**config.mk**
```make
export PLATFORM = sky130hd
export DESIGN_NAME = multiword_add_sequencer
export DESIGN_NICKNAME = d
export VERILOG_FILES = /design/src/rtl/multiword_add_sequencer.sv
export SDC_FILE = /design/constraint.sdc
export NUM_CORES = 1
export LEC_CHECK = 0
export BUFFER_PORTS_ARGS = -buffer_cell sky130_fd_sc_hd__buf_2
export CAP_MARGIN = 30
export CORE_MARGIN = 8
export CORE_UTILIZATION = 25
export DETAILED_ROUTE_END_ITERATION = 16
export GPL_TIMING_DRIVEN = 0
export PLACE_DENSITY = 0.51
export SLEW_MARGIN = 20
export SYNTH_ARGS = -nofsm -noshare
export SYNTH_HDL_FRONTEND = slang
export SYNTH_SLANG_ARGS = --single-unit
```
**constraint.sdc**
```tcl
create_clock -name i_clk -period 3.3 [get_ports i_clk]
set_input_delay 0.66 -clock i_clk [delete_from_list [all_inputs] [get_ports i_clk]]
set_output_delay 0.66 -clock i_clk [all_outputs]
set_load 0.05 [all_outputs]
```
**src/rtl/multiword_add_sequencer.sv**
```systemverilog
// Multi-word add/subtract sequencer: chains carry across a burst of operand
// words (least-significant first) and emits one registered sum word per beat,
// reporting the final carry/borrow and signed overflow with the last beat.
module multiword_add_sequencer #(
    parameter int unsigned WORD_WIDTH = 32,
    parameter int unsigned MAX_WORDS  = 8
) (
    input  logic                                                  i_clk,
    input  logic                                                  i_rst_n,
    input  logic                                                  i_valid,
    output logic                                                  o_ready,
    input  logic [WORD_WIDTH-1:0]                                 i_a,
    input  logic [WORD_WIDTH-1:0]                                 i_b,
    input  logic                                                  i_sub,
    input  logic                                                  i_last,
    output logic                                                  o_valid,
    input  logic                                                  i_ready,
    output logic [WORD_WIDTH-1:0]                                 o_sum,
    output logic                                                  o_last,
    output logic                                                  o_carry,
    output logic                                                  o_ovf,
    output logic                                                  o_err,
    output logic [((MAX_WORDS > 1) ? $clog2(MAX_WORDS) : 1)-1:0] o_beat_idx
);

    localparam int unsigned CNT_W = (MAX_WORDS > 1) ? $clog2(MAX_WORDS) : 1;
    localparam int unsigned SUM_W = WORD_WIDTH + 1;
    localparam logic [CNT_W-1:0] CNT_MAX = CNT_W'(MAX_WORDS - 1);

    localparam logic [0:0] S_IDLE  = 1'b0;
    localparam logic [0:0] S_BURST = 1'b1;

    logic [0:0]            state;
    logic [0:0]            state_nx;
    logic                  carry_q;
    logic                  sub_q;
    logic [CNT_W-1:0]      cnt;

    logic                  accept;
    logic                  fire;
    logic                  in_idle;
    logic                  sub_eff;
    logic                  cin;
    logic [WORD_WIDTH-1:0] b_eff;
    logic [SUM_W-1:0]      sum_full;
    logic                  cout;
    logic                  cout_into_msb;
    logic                  cnt_at_max;

    // Handshake: a single output register, refilled in the same cycle it drains.
    assign o_ready = !o_valid || i_ready;
    assign accept  = i_valid && o_ready;
    assign fire    = o_valid && i_ready;

    // Per-beat adder: operation and carry-in come from the burst context.
    always_comb begin
        in_idle       = (state == S_IDLE);
        sub_eff       = in_idle ? i_sub : sub_q;
        b_eff         = sub_eff ? ~i_b : i_b;
        cin           = in_idle ? sub_eff : carry_q;
        sum_full      = SUM_W'(i_a) + SUM_W'(b_eff) + SUM_W'(cin);
        cout          = sum_full[WORD_WIDTH];
        cout_into_msb = i_a[WORD_WIDTH-1] ^ b_eff[WORD_WIDTH-1] ^ sum_full[WORD_WIDTH-1];
        cnt_at_max    = (cnt == CNT_MAX);
    end

    // Next-state: a non-last beat opens a burst, a last beat closes it.
    always_comb begin
        state_nx = state;
        if (accept) begin
            state_nx = i_last ? S_IDLE : S_BURST;
        end
    end

    // State register.
    always_ff @(posedge i_clk or negedge i_rst_n) begin
        if (!i_rst_n) begin
            state <= S_IDLE;
        end else begin
            state <= state_nx;
        end
    end

    // Burst context: chained carry, latched operation, beat counter, error flag.
    always_ff @(posedge i_clk or negedge i_rst_n) begin
        if (!i_rst_n) begin
            carry_q <= 1'b0;
            sub_q   <= 1'b0;
            cnt     <= '0;
            o_err   <= 1'b0;
        end else if (accept) begin
            carry_q <= i_last ? 1'b0 : cout;
            if (in_idle) begin
                sub_q <= i_sub;
            end
            if (i_last) begin
                cnt <= '0;
            end else if (cnt_at_max) begin
                o_err <= 1'b1;
            end else begin
                cnt <= cnt + CNT_W'(1);
            end
        end
    end

    // Output register: load on accept, drop valid on a drain with no refill.
    always_ff @(posedge i_clk or negedge i_rst_n) begin
        if (!i_rst_n) begin
            o_valid    <= 1'b0;
            o_sum      <= '0;
            o_last     <= 1'b0;
            o_carry    <= 1'b0;
            o_ovf      <= 1'b0;
            o_beat_idx <= '0;
        end else if (accept) begin
            o_valid    <= 1'b1;
            o_sum      <= sum_full[WORD_WIDTH-1:0];
            o_last     <= i_last;
            o_carry    <= i_last ? cout : 1'b0;
            o_ovf      <= i_last ? (cout_into_msb ^ cout) : 1'b0;
            o_beat_idx <= cnt;
        end else if (fire) begin
            o_valid <= 1'b0;
        end
    end

endmodule
```
==> run summary, run 1 <==
skew final -> 0.003852 ns
Peak VDD IR -> 0.0002387 V
post-layout util -> 35.57%
core area -> 14,590 sq um
HPWL Detailed -> 9.668 mm
failing checks -> negative setup slack
GRT overflow -> 0
number of top-level pins -> 111
routed wire length -> 12.10 mm
critical path type -> register to register
RSZ-0062 raised after global routing -> true
Power per Cell Area -> 794.9 nW/um^2
Max Root-Sink Buffers -> 2
Reg clk slew, reported paths -> 0.07 ns
WP data arrival -> 3.53 ns
main flop type after synthesis -> dfrtp_1
sequential element share of the synthesized area -> 30.75%
CTS Sinks -> 46
Synth Net Count -> 536
worst min path class -> primary input to asynchronous set/reset pin
cell accounting for the most synthesized area -> dfrtp_1
most common cell in the netlist -> nand2_1
YS warnings -> 0
die width -> 138.4 um
status -> complete, but fails checks
Tot Pwr -> 4.126 mW
initial antenna violation count -> 0
TritonCTS clock tree -> built
Syn Inst Count -> 431
DR vias/cell -> 4.706
Final Hold Fails -> 0
Post-synth EDFFs -> 0
PnR worst setup slack -> -0.04210 ns
Rel. slew slack -> 57.07%
Routed WL per cell -> 15.89 um
delay-heaviest family, CP -> compound AO/OA/AOI/OAI gates
crit path cell chain -> nor2b_4, a21oi_4, buf_12, clkbuf_16, xnor2_2, ha_1, and2_4, a221oi_4, a211o_1, o2111ai_2, nand4_1, a21oi_2, or4_1, a31o_1
layout cells sized above 1 -> 34.66%
Leak -> 2.449 nW
final antenna-violating net count -> 0
Worst Setup End Kind -> register
TritonCTS Buffers -> 5
H-tree depth -> 2
most frequent cells after synthesis -> nand2_1 (67), dfrtp_1 (46), o21ai_0 (42)
final slew viol count -> 0
n_diodes -> 0
Yosys reg bits -> 46
Worst EP required -> 3.49 ns
DR vias -> 3,581
Distinct cells, synth -> 55
crit path time final -> 3.342 ns
CTS Hold Bufs -> 0
max incr delay on CP -> 0.46 ns
Critical path buffers and inverters -> 2
Highest Clock Rate -> 299.2 MHz
Worst-Margin Slew -> 0.6439 ns
Layout Nets -> 681
Port Buf Inserts -> 110
first-pass GRT wire length -> 19.35 mm
vias in the first global route -> 3,709
die height -> 138.4 um
gr usage total -> 12.29%
# rows -> 44
largest net degree at the start of global routing -> 26
CTS Root Cell -> clkbuf_16
DRC violation count after routing -> 0
ys async rst share -> 100.0%
Yosys top cell area share -> 30.75%
initial core utilization -> 25.66%
max-cap violations -> 0
CP max-delay cell -> dfrtp_2
Layout fillers -> 1,561
insertion delay of the later-clocked pin in the worst-skew pair -> 0.29 ns
fin crit share -> 101.3%
setup slack at placement -> -0.7478 ns
Hold Slack -> 0.3480 ns
crit-path max FO -> 6
P&R area growth vs syn -> 38.64%
# setup viols final -> 2
Initial DRC Count -> 128
synthesized area -> 3744 sq um
Worst setup SP type -> register
drt pass-1 iters -> 4
placer's final routability congestion estimate -> 0.8338
synth top area cells -> dfrtp_1 (31%), ha_1 (11%), xnor2_1 (9.4%)
average cell area after synthesis -> 8.686 sq um
die area -> 19,150 sq um
[per-layer routing]
| metal | global-route usage (%) | wire (um) | vias to the layer above |
|---|---|---|---|
| li1 | - | - | 1830 |
| met1 | 15.37 | 5722 | 1671 |
| met2 | 21.07 | 5779 | 75 |
| met3 | 2.466 | 481 | 5 |
| met4 | 2.975 | 112 | 0 |
| met5 | 0 | 0 | - |
[area by class of cell]
type                       instances  area (sq um)  share of cell area (%)
multi-input combinational        362          2699                   52.00
sequential                        46          1152                   22.20
timing repair buffer             138         808.3                   15.57
tap                              184         230.2                   4.436
buffer                            16         130.1                   2.507
clock buffer                       5         125.1                   2.411
inverter                           7         26.28                  0.5063
clock inverter                     3         18.77                  0.3616
[cell families (layout without fill, tap and decap cells)]
family | count (synthesis) | in the layout | synth area share, %
buf+inv | 23 | 169 | 2.774
mux | 2 | 2 | 0.6016
flops | 46 | 46 | 30.75
xor+xnor | 56 | 56 | 13.10
simple gates | 132 | 132 | 16.85
fa+ha+maj | 35 | 35 | 12.10
compound gates | 137 | 137 | 23.83
[per-stage QoR]
stage | TNS (ns) | cell area [sq um] | std cells
2_1_floorplan | -0.06965 | 3807 | 431
3_3_place_gp | -8.243 | 4588 | 725
3_5_place_dp | -9.073 | 4608 | 726
4_1_cts | -0.05252 | 5035 | 750
5_1_grt | -0.5361 | 5190 | 761
6_report | -0.05249 | 5190 | 761
[what timing repair did]
action / CTS / global route
setup endpoints to repair: 16 / 12
buffers inserted: 16 / 11
pin swaps: 20 / 18
gates resized for setup: 23 / 16
[sequential cells by signal (all words and copies together), names as in the netlist]
signal,cells
carry_q,1
cnt,3
o_beat_idx,3
o_carry,1
o_err,1
o_last,1
o_ovf,1
o_sum,32
o_valid,1
state,1
sub_q,1
[report_power, final]
| part | total, mW | switching, mW | internal (mW) |
|---|---|---|---|
| sequential | 0.889 | 0.115 | 0.773 |
| clock | 0.513 | 0.232 | 0.281 |
| combinational | 2.72 | 1.75 | 0.975 |
[worst register-to-register path, stage by stage (launching register included)]
cell	delay (ns)
dfrtp_2	0.46
nor2b_4	0.16
a21oi_4	0.05
buf_12	0.14
clkbuf_16	0.17
xnor2_2	0.13
ha_1	0.34
and2_4	0.17
a221oi_4	0.34
a211o_1	0.25
o2111ai_2	0.17
nand4_1	0.17
a21oi_2	0.08
or4_1	0.41
a31o_1	0.21
[worst paths after layout]
path | cells past startpoint | slack (ns) | start | end
max in group asynchronous | 2 | 2.40 | i_rst_n | state$_DFFE_PN0P_
max | 14 | -0.04 | state$_DFFE_PN0P_ | o_sum[29]$_DFFE_PN0P_
max reg2reg | 14 | -0.04 | state$_DFFE_PN0P_ | o_sum[29]$_DFFE_PN0P_
min in group i_clk | 2 | 0.47 | o_beat_idx[2]$_DFFE_PN0P_ | o_beat_idx[2]$_DFFE_PN0P_
min | 1 | 0.35 | i_rst_n | o_sum[15]$_DFFE_PN0P_
min reg2reg | 2 | 0.47 | o_beat_idx[2]$_DFFE_PN0P_ | o_beat_idx[2]$_DFFE_PN0P_
[cells in the final DEF (no fill, tap or decap), drive strengths merged, types with 5 or more instances in the layout]
cell type	instances
a21o	13
a21oi	34
and2	5
buf	139
clkbuf	20
dfrtp	46
ha	33
inv	8
nand2	68
nand2b	10
nand3	6
nor2	11
nor3	9
o211ai	7
o21a	6
o21ai	48
o31ai	6
or3	5
xnor2	40
xor2	16
(Power assumes the default switching activity.)
==> inputs of run 2 (changes only) <==
--- a/config.mk
+++ b/config.mk
@@ -10,6 +10,6 @@
 export CORE_MARGIN = 8
-export CORE_UTILIZATION = 25
+export CORE_UTILIZATION = 48
 export DETAILED_ROUTE_END_ITERATION = 16
 export GPL_TIMING_DRIVEN = 0
-export PLACE_DENSITY = 0.51
+export PLACE_DENSITY = 0.81
 export SLEW_MARGIN = 20
==> constraint.sdc (replaced) <==
create_clock -name i_clk -period 3.3 [get_ports i_clk]
set_input_delay 0.165 -clock i_clk [delete_from_list [all_inputs] [get_ports i_clk]]
set_output_delay 0.165 -clock i_clk [all_outputs]
set_load 0.05 [all_outputs]
==> run 2 against run 1 <==
Net effect:
- sequential cell count is the same
- the run still ends with negative setup slack left
- hold slack worse by 0.24 ns
- register-to-register slack lost 0.09 ns
- first-iteration DRC count is 16% higher
- largest power group unchanged
- count of clock-buffer cells in the layout grew 1
- clock power decreased by 18%
- via count rose by 8.5%
- design area fell by 1.5%
- global-route usage up 7.9 points
==> run summary, run 2 (synthesized netlist as in run 1, its figures left out) <==
number of top-level pins -> 111 (unchanged)
R2R Path Start -> state$_DFFE_PN0P_ (unchanged)
status -> complete, but fails checks (unchanged)
Layout fillers -> 621 (was 1,561)
worst min path class -> primary input to register (was primary input to asynchronous set/reset pin)
Peak VDD IR -> 0.0002955 V (was 0.0002387 V)
max incr delay on CP -> 0.42 ns (was 0.46 ns)
GRT overflow -> 0 (unchanged)
skew final -> 0.007065 ns (was 0.003852 ns)
Layout Nets -> 693 (was 681)
Leak -> 2.469 nW (was 2.449 nW)
critical path type -> register to register (unchanged)
final antenna-violating net count -> 0 (unchanged)
drt pass-1 iters -> 4 (unchanged)
Initial DRC Count -> 149 (was 128)
Power per Cell Area -> 808.7 nW/um^2 (was 794.9 nW/um^2)
gr usage total -> 20.18% (was 12.29%)
fin crit share -> 104.1% (was 101.3%)
die width -> 104.3 um (was 138.4 um)
DR vias -> 3,886 (was 3,581)
initial antenna violation count -> 0 (unchanged)
insertion delay of the later-clocked pin in the worst-skew pair -> 0.30 ns (was 0.29 ns)
die area -> 10,880 sq um (was 19,150 sq um)
Worst R2R Setup Slack -> -0.13 ns (was -0.04 ns)
HPWL Detailed -> 8.579 mm (was 9.668 mm)
CP max-delay cell -> dfrtp_1 (was dfrtp_2)
die height -> 104.3 um (was 138.4 um)
delay-heaviest family, CP -> compound AO/OA/AOI/OAI gates (unchanged)
final slew viol count -> 0 (unchanged)
layout cells sized above 1 -> 35.14% (was 34.66%)
Seq pwr share -> 21.7% (was 21.5%)
Critical Path Start -> state$_DFFE_PN0P_ (unchanged)
Net Sw Frac -> 51.59% (was 50.82%)
initial core utilization -> 48.95% (was 25.66%)
DRC violation count after routing -> 0 (unchanged)
Port Buf Inserts -> 110 (unchanged)
number of flip-flops in the largest register -> 32 (unchanged)
Hold Path Origin -> i_valid
# rows -> 32 (was 44)
n_diodes -> 0 (unchanged)
Worst Setup End Kind -> register (unchanged)
Comb pwr share -> 68.1% (was 66.0%)
crit path cell chain -> nor2b_2, a21oi_2, buf_6, clkbuf_16, xnor2_2, ha_1, a21o_1, or3_4, o211ai_4, o211ai_1, buf_4, a2111oi_4, nor2_1, xnor2_1, o31ai_2 (was nor2b_4, a21oi_4, buf_12, clkbuf_16, xnor2_2, ha_1, and2_4, a221oi_4, a211o_1, o2111ai_2, nand4_1, a21oi_2, or4_1, a31o_1)
failing checks -> negative setup slack (unchanged)
Highest Clock Rate -> 291.2 MHz (was 299.2 MHz)
TritonCTS clock tree -> built (unchanged)
routed wire length -> 12.11 mm (was 12.10 mm)
core area -> 7647 sq um (was 14,590 sq um)
Regs by FF count -> o_sum: 32 flops, cnt: 3 flops, o_beat_idx: 3 flops (unchanged)
switching pwr -> 2.132 mW (was 2.097 mW)
Final Hold Fails -> 0 (unchanged)
Rel. slew slack -> 62.40% (was 57.07%)
most frequent cells in the layout -> buf_2 (110), nand2_1 (67), dfrtp_1 (46) (was buf_2 (109), nand2_1 (64), dfrtp_1 (45))
P&R area growth vs syn -> 36.50% (was 38.64%)
Worst setup SP type -> register (unchanged)
Critical path buffers and inverters -> 3 (was 2)
Reg clk slew, reported paths -> 0.09 ns (was 0.07 ns)
Hold Slack -> 0.1037 ns (was 0.3480 ns)
largest net degree at the start of global routing -> 31 (was 26)
commonest non-fill, non-tap cell in the layout -> buf_2 (unchanged)
max-cap violations -> 0 (unchanged)
PnR worst setup slack -> -0.1339 ns (was -0.04210 ns)
RSZ-0062 raised after global routing -> true (unchanged)
crit path time final -> 3.434 ns (was 3.342 ns)
vias in the first global route -> 4,000 (was 3,709)
Tot Pwr -> 4.133 mW (was 4.126 mW)
placer's final routability congestion estimate -> 0.9056 (was 0.8338)
Worst-Margin Slew -> 0.5640 ns (was 0.6439 ns)
TritonCTS Buffers -> 5 (unchanged)
Max Root-Sink Buffers -> 2 (unchanged)
CTS Root Cell -> clkbuf_8 (was clkbuf_16)
clock share of power -> 10.2% (was 12.4%)
setup_tns -> -0.3924 ns (was -0.05249 ns)
crit-path max FO -> 5 (was 6)
DR vias/cell -> 5.624 (was 4.706)
# setup viols final -> 7 (was 2)
WP data arrival -> 3.63 ns (was 3.53 ns)
Routed WL per cell -> 17.52 um (was 15.89 um)
Pint -> 2.001 mW (was 2.029 mW)
Worst EP required -> 3.49 ns (about the same)
CTS Sinks -> 46 (unchanged)
first-pass GRT wire length -> 18.57 mm (was 19.35 mm)
Most flops, register -> o_sum (unchanged)
H-tree depth -> 2 (unchanged)
run 2: power by group through the flow:
stage | clock (mW) | sequential (mW) | combinational (mW)
after CTS | 0.426 | 0.892 | 2.59
after detailed placement | 0 | 0.903 | 2.40
after global placement | 0 | 0.887 | 2.35
final | 0.423 | 0.895 | 2.81
after global routing | 0.449 | 0.921 | 3.00
after floorplan | 0 | 1.59 | 1.13
run 2: layout make-up:
cell class / count / area (sq um) / area share [%]
Clock inverter: 2 / 37.54 / 0.7346
Sequential cell: 46 / 1151 / 22.53
Timing Repair Buffer: 150 / 888.4 / 17.38
Clock buffer: 6 / 72.57 / 1.420
Buffer: 16 / 113.9 / 2.228
Inverter: 7 / 26.28 / 0.5142
Tap cell: 102 / 127.6 / 2.498
Multi-Input combinational cell: 362 / 2693 / 52.69
run 2: path summary, 6_finish.rpt:
| check | endpoint | depth (start not counted) |
|---|---|---|
| max | o_ovf$_DFFE_PN0P_ | 15 |
| min | o_valid$_DFFE_PN0P_ | 2 |
| max reg2reg | o_ovf$_DFFE_PN0P_ | 15 |
| min reg2reg | o_err$_DFFE_PN0P_ | 1 |
| max in group asynchronous | o_sum[23]$_DFFE_PN0P_ | 3 |
| min in group asynchronous | o_sum[12]$_DFFE_PN0P_ | 2 |
run 2: through the flow:
| stage | std cells | setup slack [ns] | instance area, sq um | utilization, % |
|---|---|---|---|---|
| 2_1_floorplan | 431 | 0.03463 | 3746 | - |
| 3_3_place_gp | 643 | -0.6387 | 4424 | 57.85 |
| 3_5_place_dp | 644 | -0.7894 | 4444 | 58.12 |
| 4_1_cts | 679 | -0.1578 | 4883 | 63.86 |
| 5_1_grt | 691 | -0.2047 | 5110 | 66.82 |
| 6_report | 691 | -0.1339 | 5110 | 66.82 |
run 2: repair_timing:
item	in CTS	in global routing
buffers inserted	26	14
resized for setup	25	35
setup endpoints to repair	25	18
hold buffers	1	0
endpoints found under the hold margin	16	0
pin swaps	24	33
cloned	0	0
run 2: worst reg2reg max path, cell delays in order (launching register included):
cell       delay (ns)
dfrtp_1          0.42
nor2b_2          0.17
a21oi_2          0.07
buf_6            0.14
clkbuf_16        0.16
xnor2_2          0.13
ha_1             0.31
a21o_1           0.20
or3_4            0.37
o211ai_4         0.21
o211ai_1         0.12
buf_4            0.19
a2111oi_4        0.37
nor2_1           0.09
xnor2_1          0.29
o31ai_2          0.09
run 2: layer usage:
metal	up-vias	GRT usage, %	share of wire (%)
met5	-	0	0
li1	1852	-	-
met3	32	3.656	6.1
met2	142	36.48	51
met1	1860	22.62	39
met4	0	8.376	3.3
==> inputs of run 3 (changes only) <==
- CORE_ASPECT_RATIO: not set -> 0.9
- CORE_UTILIZATION: 48 -> 50
- clock period: 3.3 -> 3.4 ns (I/O delays scaled with it)
==> run 3 against run 2 <==
Net effect:
- the run still ends with negative setup slack left
- first-iteration DRC count increased by 10%
- register-to-register slack improved by 0.11 ns
- via count fell by 4.5%
- sequential cell count is the same
- die area down 3.3%
- largest cell class unchanged
- highest routed layer unchanged
==> run summary, run 3 (synthesized netlist as in run 1, its figures left out) <==
Comb pwr share -> 67.8% (was 68.1%)
status -> complete, but fails checks (unchanged)
Reg clk slew, reported paths -> 0.10 ns (was 0.09 ns)
Most flops, register -> o_sum (unchanged)
fin crit share -> 100.8% (was 104.1%)
R2R Path Start -> state$_DFFE_PN0P_ (unchanged)
setup slack at placement -> -0.5165 ns (was -0.7894 ns)
final antenna-violating net count -> 0 (unchanged)
gr usage total -> 20.10% (was 20.18%)
TritonCTS clock tree -> built (unchanged)
CTS Sinks -> 46 (unchanged)
worst min path class -> primary input to register (unchanged)
number of flip-flops in the largest register -> 32 (unchanged)
# setup viols final -> 1 (was 7)
Critical Path Start -> state$_DFFE_PN0P_ (unchanged)
HPWL Detailed -> 8.358 mm (was 8.579 mm)
initial antenna violation count -> 0 (unchanged)
most frequent cells in the layout -> buf_2 (110), nand2_1 (67), dfrtp_1 (46) (unchanged)
Worst Setup End Kind -> register (unchanged)
Routed WL per cell -> 16.33 um (was 17.52 um)
skew final -> 0.01328 ns (was 0.007065 ns)
setup_tns -> -0.02831 ns (was -0.3924 ns)
number of top-level pins -> 111 (unchanged)
n_diodes -> 0 (unchanged)
Final Hold Fails -> 0 (unchanged)
vias in the first global route -> 3,857 (was 4,000)
crit-path max FO -> 4 (was 5)
die height -> 98.09 um (was 104.3 um)
Pint -> 1.817 mW (was 2.001 mW)
CP max-delay cell -> dfrtp_1 (unchanged)
DRC violation count after routing -> 0 (unchanged)
Power per Cell Area -> 768.9 nW/um^2 (was 808.7 nW/um^2)
max-cap violations -> 0 (unchanged)
DR vias/cell -> 5.534 (was 5.624)
PnR worst setup slack -> -0.02831 ns (was -0.1339 ns)
Rel. slew slack -> 54.47% (was 62.40%)
Regs by FF count -> o_sum: 32 flops, cnt: 3 flops, o_beat_idx: 3 flops (unchanged)
Seq pwr share -> 22.9% (was 21.7%)
placed cells -> 638 (was 644)
Worst EP required -> 3.60 ns (was 3.49 ns)
TritonCTS Buffers -> 5 (unchanged)
Peak VDD IR -> 0.0002900 V (was 0.0002955 V)
core area -> 7395 sq um (was 7647 sq um)
crit path time final -> 3.428 ns (was 3.434 ns)
H-tree depth -> 2 (unchanged)
Worst Setup EP -> o_sum[9]$_DFFE_PN0P_ (was o_ovf$_DFFE_PN0P_)
layout cells sized above 1 -> 33.91% (was 35.14%)
P&R area growth vs syn -> 33.09% (was 36.50%)
first-pass GRT wire length -> 17.73 mm (was 18.57 mm)
crit path cell chain -> buf_4, a21oi_4, buf_6, buf_8, buf_6, xnor2_1, ha_1, and2_4, a221oi_4, buf_4, a21boi_2, o21a_1, o21a_1, o21a_1, o21a_1, o31ai_1 (was nor2b_2, a21oi_2, buf_6, clkbuf_16, xnor2_2, ha_1, a21o_1, or3_4, o211ai_4, o211ai_1, buf_4, a2111oi_4, nor2_1, xnor2_1, o31ai_2)
CTS Root Cell -> clkbuf_8 (unchanged)
final non-filler cell area -> 4982 sq um (was 5110 sq um)
end of the worst register-to-register path -> o_sum[9]$_DFFE_PN0P_ (was o_ovf$_DFFE_PN0P_)
Worst setup SP type -> register (unchanged)
Leak -> 2.383 nW (was 2.469 nW)
Worst R2R Setup Slack -> -0.03 ns (was -0.13 ns)
initial core utilization -> 50.63% (was 48.95%)
Placed Area -> 4444 sq um (unchanged)
Initial DRC Count -> 164 (was 149)
path depth of the worst reg2reg path -> 16 (was 15)
GRT overflow -> 0 (unchanged)
die width -> 107.2 um (was 104.3 um)
critical path type -> register to register (unchanged)
switching pwr -> 2.014 mW (was 2.132 mW)
Layout Nets -> 679 (was 693)
insertion delay of the later-clocked pin in the worst-skew pair -> 0.30 ns (about the same)
Max Root-Sink Buffers -> 2 (unchanged)
clock share of power -> 9.3% (was 10.2%)
placer's final routability congestion estimate -> 0.8660 (was 0.9056)
failing checks -> negative setup slack (unchanged)
routed wire length -> 10.96 mm (was 12.11 mm)
RSZ-0062 raised after global routing -> true (unchanged)
# rows -> 30 (was 32)
final slew viol count -> 0 (unchanged)
max incr delay on CP -> 0.44 ns (was 0.42 ns)
cell mode on critical path -> o21a_1
commonest non-fill, non-tap cell in the layout -> buf_2 (unchanged)
Net Sw Frac -> 52.57% (was 51.59%)
drt pass-1 iters -> 4 (unchanged)
Worst-Margin Slew -> 0.6830 ns (was 0.5640 ns)
Highest Clock Rate -> 291.7 MHz (was 291.2 MHz)
DR vias -> 3,713 (was 3,886)
Port Buf Inserts -> 110 (unchanged)
largest net degree at the start of global routing -> 29 (was 31)
final cell count without fillers -> 671 (was 691)
WP data arrival -> 3.63 ns (about the same)
die area -> 10,520 sq um (was 10,880 sq um)
## run 3: timing repair
item	CTS	global route
buffers inserted	15	9
pin swaps	13	19
endpoints found under the setup margin	23	21
gates resized for setup	25	27
hold endpoints to repair	27	0
hold buffers	1	0
## run 3: critical path: cells and delay by family, from the launching register on
kind                     cells  cell delay (ns)
AO/OA/AOI/OAI                8             1.57
XOR/XNOR                     1             0.05
flip-flops                   1             0.44
adder cells (fa/ha/maj)      1             0.35
buffers and inverters        5             0.71
AND/OR/NAND/NOR              1             0.20
## run 3: power groups by stage
stage | registers, mW | clock network, mW | logic [mW]
after floorplan | 1.54 | 0 | 1.10
after global placement | 0.873 | 0 | 2.26
after detailed placement | 0.883 | 0 | 2.31
after CTS | 0.872 | 0.356 | 2.46
after global routing | 0.896 | 0.375 | 2.79
final | 0.876 | 0.356 | 2.60
## run 3: routing by layer
metal | track usage (%) | vias to the layer above | wire length, um
met1 | 24.25 | 1758 | 4668
met4 | 6.054 | 0 | 127
li1 | - | 1831 | -
met5 | 0 | - | 0
met2 | 35.28 | 114 | 5505
met3 | 3.357 | 10 | 657
## run 3: worst min-delay path by stage
stage               startpoint              endpoint  slack (ns)  depth (start not counted)
floorplan              i_rst_n   carry_q$_DFFE_PN0P_       -0.13                          0
global placement       i_valid   o_valid$_DFFE_PN0P_        0.39                          2
detailed placement     i_rst_n  o_sum[9]$_DFFE_PN0P_        0.24                          1
CTS                    i_valid   o_valid$_DFFE_PN0P_         0.1                          2
global route           i_valid   o_valid$_DFFE_PN0P_         0.1                          2
finish                 i_valid   o_valid$_DFFE_PN0P_        0.09                          2
## run 3: layout make-up
type,instances,area [sq um]
inverters,7,26.28
well taps,96,120.1
flip-flops and latches,46,1151
plain buffers,16,103.9
repair buffers,136,783.3
fillers,601,2412
multi-input cells,362,2704
clock buffers,5,68.82
clock inverters,3,25.02
## run 3: stage by stage
stage | total power [mW] | hold WS, ns | util (%)
global placement | 3.134 | 0.3895 | 59.73
global route | 4.064 | 0.09723 | 67.38
CTS | 3.686 | 0.09513 | 64.89
floorplan | 2.642 | -0.1256 | -
detailed placement | 3.192 | 0.2439 | 60.10
finish | 3.831 | 0.09201 | 67.38
